### config.mk
export PLATFORM = sky130hd
export DESIGN_NAME = alu
export DESIGN_NICKNAME = d
export VERILOG_FILES = /design/src/rtl/alu.sv
export SDC_FILE = /design/constraint.sdc
export NUM_CORES = 1
export LEC_CHECK = 0
export ABC_AREA = 0
export BUFFER_PORTS_ARGS = -buffer_cell sky130_fd_sc_hd__buf_2
export CORE_MARGIN = 4
export CORE_UTILIZATION = 40
export DETAILED_ROUTE_END_ITERATION = 10
export GPL_TIMING_DRIVEN = 1
export PLACE_DENSITY = 0.59
export SYNTH_ARGS = -nofsm -noshare
export SYNTH_HDL_FRONTEND = slang
export SYNTH_SLANG_ARGS = --single-unit
export TNS_END_PERCENT = 30
### constraint.sdc
create_clock -name clk -period 2.8 [get_ports clk]
set_clock_uncertainty 0.05 [all_clocks]
set_input_delay 0 -clock clk [delete_from_list [all_inputs] [get_ports clk]]
set_output_delay 0 -clock clk [all_outputs]
set_load 0.005 [all_outputs]
### src/rtl/alu.sv
// Registered execute-stage ALU: eight ops, result plus carry/zero/negative/overflow flags.
// All outputs update one clock after a qualified operation; they hold while in_valid is low.
module alu #(
  parameter int unsigned WIDTH = 4
) (
  input  logic             clk,
  input  logic             rst,
  input  logic [WIDTH-1:0] A,
  input  logic [WIDTH-1:0] B,
  input  logic [2:0]       ALU_Sel,
  input  logic             in_valid,
  output logic [WIDTH-1:0] ALU_Out,
  output logic             carry,
  output logic             zero,
  output logic             negative,
  output logic             overflow,
  output logic             out_valid
);

  logic [WIDTH-1:0] res_d, res_q;
  logic             carry_d, carry_q;
  logic             zero_d, zero_q;
  logic             neg_d, neg_q;
  logic             ovf_d, ovf_q;
  logic             valid_d, valid_q;

  logic [WIDTH:0]   sum, diff;
  logic             sign_a, sign_b;

  assign sum    = {1'b0, A} + {1'b0, B};
  assign diff   = {1'b0, A} - {1'b0, B};
  assign sign_a = A[WIDTH-1];
  assign sign_b = B[WIDTH-1];

  always_comb begin
    res_d   = res_q;
    carry_d = carry_q;
    ovf_d   = ovf_q;
    valid_d = in_valid;
    if (in_valid) begin
      carry_d = 1'b0;
      ovf_d   = 1'b0;
      case (ALU_Sel)
        3'b000: begin
          res_d   = sum[WIDTH-1:0];
          carry_d = sum[WIDTH];
          ovf_d   = (sign_a == sign_b) && (sum[WIDTH-1] != sign_a);
        end
        3'b001: begin
          res_d   = diff[WIDTH-1:0];
          // Borrow appears in the extra bit; carry means "no borrow".
          carry_d = ~diff[WIDTH];
          ovf_d   = (sign_a != sign_b) && (diff[WIDTH-1] != sign_a);
        end
        3'b010: res_d = A & B;
        3'b011: res_d = A | B;
        3'b100: res_d = ~A;
        3'b101: res_d = A ^ B;
        3'b110: begin
          res_d   = {A[WIDTH-2:0], 1'b0};
          carry_d = A[WIDTH-1];
        end
        3'b111: begin
          res_d   = {1'b0, A[WIDTH-1:1]};
          carry_d = A[0];
        end
        default: begin
          res_d   = '0;
          carry_d = 1'b0;
          ovf_d   = 1'b0;
        end
      endcase
    end
    zero_d = (res_d == '0);
    neg_d  = res_d[WIDTH-1];
  end

  always_ff @(posedge clk or posedge rst) begin
    if (rst) begin
      res_q   <= '0;
      carry_q <= 1'b0;
      zero_q  <= 1'b1;
      neg_q   <= 1'b0;
      ovf_q   <= 1'b0;
      valid_q <= 1'b0;
    end else begin
      res_q   <= res_d;
      carry_q <= carry_d;
      zero_q  <= zero_d;
      neg_q   <= neg_d;
      ovf_q   <= ovf_d;
      valid_q <= valid_d;
    end
  end

  assign ALU_Out   = res_q;
  assign carry     = carry_q;
  assign zero      = zero_q;
  assign negative  = neg_q;
  assign overflow  = ovf_q;
  assign out_valid = valid_q;

endmodule

**Word-level counts from Yosys, hierarchy flattened**

Index checks and enable logic that the tools add are counted.
Widths: inputs -> output; s select.

- Output and inout bits: 9
- Register bits: 9
- Input bits: 14
- Word-level logic and storage cells: 32

- Eq/ne operators: 11
- Mux-type cells: 4
- Reductions and logical operators: 4
- Bitwise gates (word level): 5
- Add/sub/neg operators: 2

Operators with widths:

| operator | number |
|---|---|
| $pmux 4 s8 | 1 |
| $eq 3x3->1 const B | 4 |
| $eq 3x2->1 const B | 2 |
| $add 4x4->5 | 1 |
| $sub 4x4->5 | 1 |
| $and 4x4->4 | 1 |
| $logic_not 4->1 | 1 |
| $mux 4 | 1 |
| $not 4->4 | 1 |
| $or 4x4->4 | 1 |
| $pmux 1 s4 | 1 |
| $xor 4x4->4 | 1 |
| $eq 3x1->1 const B | 1 |
| $logic_not 3->1 | 1 |
| $ne 1x1->1 | 3 |
| $logic_and 1x1->1 | 2 |
| $pmux 1 s2 | 1 |
| $eq 1x1->1 | 1 |
| $not 1->1 | 1 |

**Depth between registers and ports, before layout**

Gate-level depths: netlist of run 1.

- Word-level depth: 4
- Gate-level depth with buffers: 8
- Mapped depth without buffers: 8

**Worst setup path before layout of run 1**

No wires, ideal clock.

- Kind: input to register
- From: in A[1]
- To: reg zero_q (netlist: zero)
- Setup time: 90 ps
- Path buffers: 0
- Slack: 1228 ps
- Required time: 2660 ps
- Stages on the path: 7
- Arrival time: 1432 ps
- Cell sequence: inv_1 ha_1 a21o_1 a21oi_1 mux2_1 a41o_1 nor4_2

- Longest elaborated chain between the ends: 4
- Elaborated cells on any way between the ends: 9
- Those cells by class: 2 x add/sub; 2 x mux; 4 x bitwise; 1 x reduce/logical

RTL lines:

| what | RTL line | RTL |
|---|---|---|
| from (decl) | 8 | `input logic [WIDTH-1:0] A,` |
| $sub 4x4->5 / $add 4x4->5 (equally long branches) | 31, 30 |  |
| $pmux 4 s8 (*) | 43 | `case (ALU_Sel)` |
| $mux 4 (*) | 40 | `if (in_valid) begin` |
| via res_d[3] | 20 | `logic [WIDTH-1:0] res_d, res_q;` |
| $logic_not 4->1 (*) | 74 | `zero_d = (res_d == '0);` |
| via zero_d | 22 | `logic zero_d, zero_q;` |
| to (signal assigned) | 89 | `zero_q <= zero_d;` |
| to (decl) | 22 |  |

Mark *: on every way through the listed nets, which the timed path passes. The rest lies on a longest branch.
A chain may end at the register's enable or synchronous reset.

**Final worst setup path of run 1**

Ends and elaborated chain as after synthesis.

==> impl_results.md, run 1 <==
- Worst skew pair latency: 0.25 ns
- Yosys warns: 0
- Post-synth top area cell: dfrtp_1
- Critical path type: in2reg
- Syn Nets: 140
- Final hold violation count: 0
- # IOs: 23
- Die area: 3270 µm²
- # clock sinks: 8
- Worst slew pin tran: 0.385 ns
- Max Clk Rate: 0.597 GHz
- Placed wire-length estimate: 1.77 mm
- Data arrival time of the critical path: 1.78 ns
- Area Growth Syn to Fin: 16.0%
- Fin Setup TNS: 0 ns
- Drt wl/cell: 13.5 µm
- Final slew viol count: 0
- Status: finished, final reports clean
- GP Congestion: 0.850
- Final setup viols: 0
- Required @ worst endpoint: 2.91 ns
- DRC: 0
- Dominant cell by count in the synthesized netlist: inv_1
- Average vias per placed instance: 5.22
- Max-cap violation count: 0
- Placed cell count: 155
- DR vias: 840
- Initial Util: 0.430
- Total core area: 2250 µm²
- Tcrit/Tclk final: 0.598
- Synth top area share: 0.181
- Grt ovf: 0
- CP peak stage delay: 0.36 ns
- Synthesis-stage register bit count: 8
- Largest cells by area after synthesis: dfrtp_1, ha_1, inv_1
- Total CTS buffers: 3
- Mean post-synth cell area: 8.65 µm²
- P_leak: 0.538 nW
- Fin nets: 162
- CTS tree: yes
- Critical-path cell list: buf_2, inv_1, ha_1, a21o_1, a21oi_1, mux2_1, a41o_1, nor4_2
- First-pass DRT Iterations: 4
- Die width: 57.2 µm
- Max_slew headroom: 0.736
- Post-cts repair resize count: 0
- Hold_ws: 0.157 ns
- Routed Antenna Nets: 0
- Non-Filler Instances: 161
- First-pass GRT wire length: 3.71 mm
- Post-synth EDFFs: 0
- Sequential share of the synthesized area: 0.208
- Global-route usage over all layers: 0.144
- Critical path's slowest cell: mux2_1
- Netlist cell types: 43
- Share of layout cells above drive strength 1: 0.241
- RSZ-0062 raised after global routing: false
- H-tree depth: 1
- HP Class: in2reg
- R2R Setup Slk: 1.75 ns
- Commonest cells post-synth: inv_1, ha_1, nor2_1, dfrtp_1, nand2_1
- Die height: 57.2 µm
- Clock Pin Slew Worst Setup and Hold Paths: 0.05 ns
- Setup crit end kind: register
- Antenna Diode Count: 0
- Initial drt markers: 19
- Worst vdd ir: 0.000203 V
- Vias in the first global route: 834
- Pwr per Cell Area: 340 nW/µm²
- Port Buffers: 22
- Final core occ: 0.498
- Largest net degree at the start of global routing: 19
- FFs w/ async S/R, synth: 1.00
- Max Buffers Root-to-Sink: 2
- Initial antenna violation count: 0
- Root Buffer: clkbuf_4
- Crit start category: input pin
- Drt total wl: 2.17 mm
- CP Max Fanout: 6
- Min Tclk post-route: 1.67 ns
- Syn Inst Count: 112
- Mapped cell area: 968 µm²
- Top FF cell, synth: dfrtp_1
- Rows: 17
==> timing repair <==
item | 4_1_cts | 5_1_grt
hold buffers | 2 | 0
buffers inserted | 0 | 0
endpoints found under the hold margin | 9 | 0
==> cells in the final DEF, fill, tap and decap left out, drive strengths merged, types with 2 or more instances in the layout <==
cell,n
dfrtp,7
xnor2,4
fa,2
inv,14
a21o,2
nand2b,2
mux4,2
o21ai,4
nor3,3
nor2,9
o211ai,2
a31oi,4
dlygate4sd3,2
nand2,7
a21oi,5
ha,12
nor2b,4
buf,22
clkbuf,4
==> layout make-up <==
cell class | instances | area, µm²
Sequential cell | 8 | 201
Timing Repair Buffer | 24 | 130
Clock buffer | 4 | 26.3
Inverter | 14 | 52.6
Fill cell | 244 | 1130
Tap cell | 28 | 35.0
Multi-Input combinational cell | 83 | 678
==> cells by family after synthesis <==
logic type | after synthesis | share of synthesized area
adders and majority gates | 14 | 0.196
DFF | 8 | 0.208
xor gates and xnor gates | 4 | 0.0362
muxes | 3 | 0.0581
AOI/OAI and AO/OA | 30 | 0.235
buffers and inverters | 21 | 0.0917
and+or+nand+nor | 32 | 0.174
==> report_power, final <==
group	leakage, nW	total (mW)	internal, mW	switching [mW]
sequential	0.0941	0.135	0.129	0.00631
clock	0.0150	0.0886	0.0542	0.0344
combinational	0.429	0.158	0.0740	0.0837
total	0.538	0.382	0.257	0.124
==> worst max-delay path: cells and delay by family <==
kind,cells,cell delay [ns]
mux,1,0.36
buf+inv,2,0.26
fa+ha+maj,1,0.34
compound gates,3,0.69
simple gates,1,0.13
==> metal layers <==
layer	vias up	track usage	routed length, µm
met3	4	0.0158	130
met5	-	0	0
met4	0	0.0596	15
li1	435	-	-
met1	375	0.196	1010
met2	26	0.230	1010
==> state kept, by name, indices dropped and copies added, names as in the netlist <==
| register | cells |
|---|---|
| out_valid | 1 |
| carry | 1 |
| overflow | 1 |
| ALU_Out | 3 |
| negative | 1 |
| zero | 1 |
==> worst paths after layout <==
check / from / to / depth (start not counted)
worst max-delay path: A[1] / zero / 8
min in group asynchronous: rst / ALU_Out[2] / 3
worst max register to register: ALU_Out[2] / zero / 3
worst min-delay path: ALU_Sel[1] / ALU_Out[2] / 3
max in group asynchronous: rst / zero / 3
worst min register to register: carry / carry / 2
==> stage by stage <==
stage / cell area, µm² / power, mW / setup slack (ns)
floorplan: 968 / 0.244 / 1.23
global placement: 1080 / 0.292 / 0.931
detailed placement: 1080 / 0.293 / 0.878
CTS: 1120 / 0.389 / 1.13
global route: 1120 / 0.416 / 1.01
finish: 1120 / 0.382 / 1.13
Note: power is estimated with default switching activity, not from simulation.
==> inputs of run 2 (changes only) <==
- ABC_AREA: 0 -> 1
- CORE_ASPECT_RATIO: default -> 0.5
- PLACE_DENSITY: 0.59 -> 0.61
- clock period: 2.8 -> 1.42 ns (I/O delays scaled with it)
==> impl_results.md, run 2 <==
- Crit start category: input pin
- Status: finished, final reports clean
- Max Clk Rate: 0.715 GHz
- RR Startpoint: ALU_Out[0]
- Initial Util: 0.450
- Min-delay src: A[0]
- Worst slew pin tran: 0.320 ns
- Worst skew pair latency: 0.23 ns
- Port Buffers: 22
- Routed Antenna Nets: 0
- Top FF cell, synth: dfrtp_1
- GP Congestion: 0.874
- Largest net degree at the start of global routing: 14
- DRC: 0
- Drt wl/cell: 12.3 µm
- Syn Inst Count: 168
- Mapped cell area: 1070 µm²
- Crit path launch: B[0]
- # clock sinks: 8
- CTS tree: yes
- Final hold violation count: 0
- Final setup viols: 0
- Max Buffers Root-to-Sink: 2
- Yosys warns: 0
- Root Buffer: clkbuf_8
- Syn Nets: 196
- Final WS setup: 0.0207 ns
- Dominant cell by count in the synthesized netlist: nand2_1
- Mean post-synth cell area: 6.35 µm²
- Pwr per Cell Area: 671 nW/µm²
- Commonest non-fill, non-tap cell in the layout: nand2_1
- Tcrit/Tclk final: 0.985
- Commonest cells post-synth: nand2_1, inv_1, nor2_1, ha_1, nand3_1
- Grt ovf: 0
- Required @ worst endpoint: 1.53 ns
- Min Tclk post-route: 1.40 ns
- First-pass GRT wire length: 4.77 mm
- Most frequent cells in the layout: nand2_1, inv_1, buf_2
- Total power: 954 µW
- Synth top area share: 0.165
- Post-synth top area cell: nand2_1
- CP Max Fanout: 3
- Fin nets: 235
- Setup crit end kind: register
- HP Class: in2reg
- Final core occ: 0.599
- Antenna Diode Count: 0
- Clock Pin Slew Worst Setup and Hold Paths: 0.05 ns
- Global-route usage over all layers: 0.171
- Share of layout cells above drive strength 1: 0.330
- First-pass DRT Iterations: 4
- Sequential share of the synthesized area: 0.189
- Critical path type: in2reg
- FFs w/ async S/R, synth: 1.00
- Initial antenna violation count: 0
- Data arrival time of the critical path: 1.51 ns
- Placed wire-length estimate: 2.33 mm
- Post-synth EDFFs: 0
- Drt total wl: 2.97 mm
- RSZ-0062 raised after global routing: true
- Max-cap violation count: 0
- Average vias per placed instance: 4.75
- # IOs: 23
- Fin Setup TNS: 0 ns
- Synthesis-stage register bit count: 8
- Netlist cell types: 27
- Max_slew headroom: 0.786
- Rows: 12
- Largest cells by area after synthesis: nand2_1, dfrtp_1, ha_1
- Total CTS buffers: 3
- H-tree depth: 1
- P_leak: 0.835 nW
- Largest register FFs: 3
- Die width: 81.1 µm
- Total core area: 2370 µm²
- Initial drt markers: 54
- Area Growth Syn to Fin: 33.2%
- Fill count: 233
- Worst vdd ir: 0.000365 V
- Die area: 3610 µm²
- Pre-CTS setup slack: -0.144 ns
- Die height: 44.5 µm
- Vias in the first global route: 1034
- DR vias: 1145
- Final slew viol count: 0
run 2: area by class of cell:
type                       count  area, µm²  share of cell area
clock buffer                   4       45.0              0.0317
inverter                      34        130              0.0915
multi-input combinational    121        742               0.522
tap                           35       43.8              0.0308
sequential                     8        201               0.142
timing repair buffer          39        259               0.182
run 2: where the power goes:
part	leakage, nW	switching, mW	total, mW	internal, mW
Clock	0.0228	0.0874	0.282	0.194
Sequential	0.0967	0.0117	0.270	0.258
Combinational	0.715	0.230	0.402	0.172
run 2: through the flow:
| step | hold slack, ns | cell area (µm²) | std cells |
|---|---|---|---|
| detailed placement | -0.0978 | 1300 | 234 |
| finish | 0.176 | 1420 | 241 |
| global placement | -0.101 | 1300 | 234 |
| global route | 0.220 | 1420 | 241 |
| floorplan | -0.235 | 1070 | 168 |
| CTS | 0.197 | 1360 | 240 |
run 2: timing repair:
item / 4_1_cts / 5_1_grt
resized for setup: 0 / 16
buffers inserted: 0 / 1
setup endpoints to repair: 0 / 3
hold buffers: 2 / 0
hold endpoints to repair: 9 / 0
run 2: logic make-up (layout without fill, tap and decap cells):
logic type	count (synthesis)	count (layout)	share of synthesized area
flops	8	8	0.189
buf+inv	39	77	0.147
xor+xnor	3	3	0.0246
fa+ha+maj	14	14	0.178
simple gates	90	90	0.381
compound gates	14	14	0.0809
run 2: per-layer routing:
layer	vias up	GRT usage	wire [µm]
met3	0	0.0325	209
met2	35	0.248	1260
met4	0	0.0269	0
li1	597	-	-
met5	-	0	0
met1	513	0.262	1500
run 2: final timing paths:
| check | to | slack (ns) | cells after the start |
|---|---|---|---|
| setup reg to reg | zero | 0.44 | 4 |
| min in group asynchronous | overflow | 0.21 | 3 |
| max in group asynchronous | zero | 0.83 | 3 |
| hold reg to reg | overflow | 0.42 | 2 |
| hold / removal | carry | 0.18 | 6 |
| setup / recovery | zero | 0.02 | 11 |
run 2: worst max-delay path, stage by stage:
cell and delay (ns):
buf_6 0.11, ha_4 0.16, fa_2 0.56, inv_2 0.03
nand3_1 0.06, nand2_1 0.05, nor2_1 0.12, nand2_1 0.09
a21oi_2 0.16, nand2_1 0.07, nor2_2 0.10
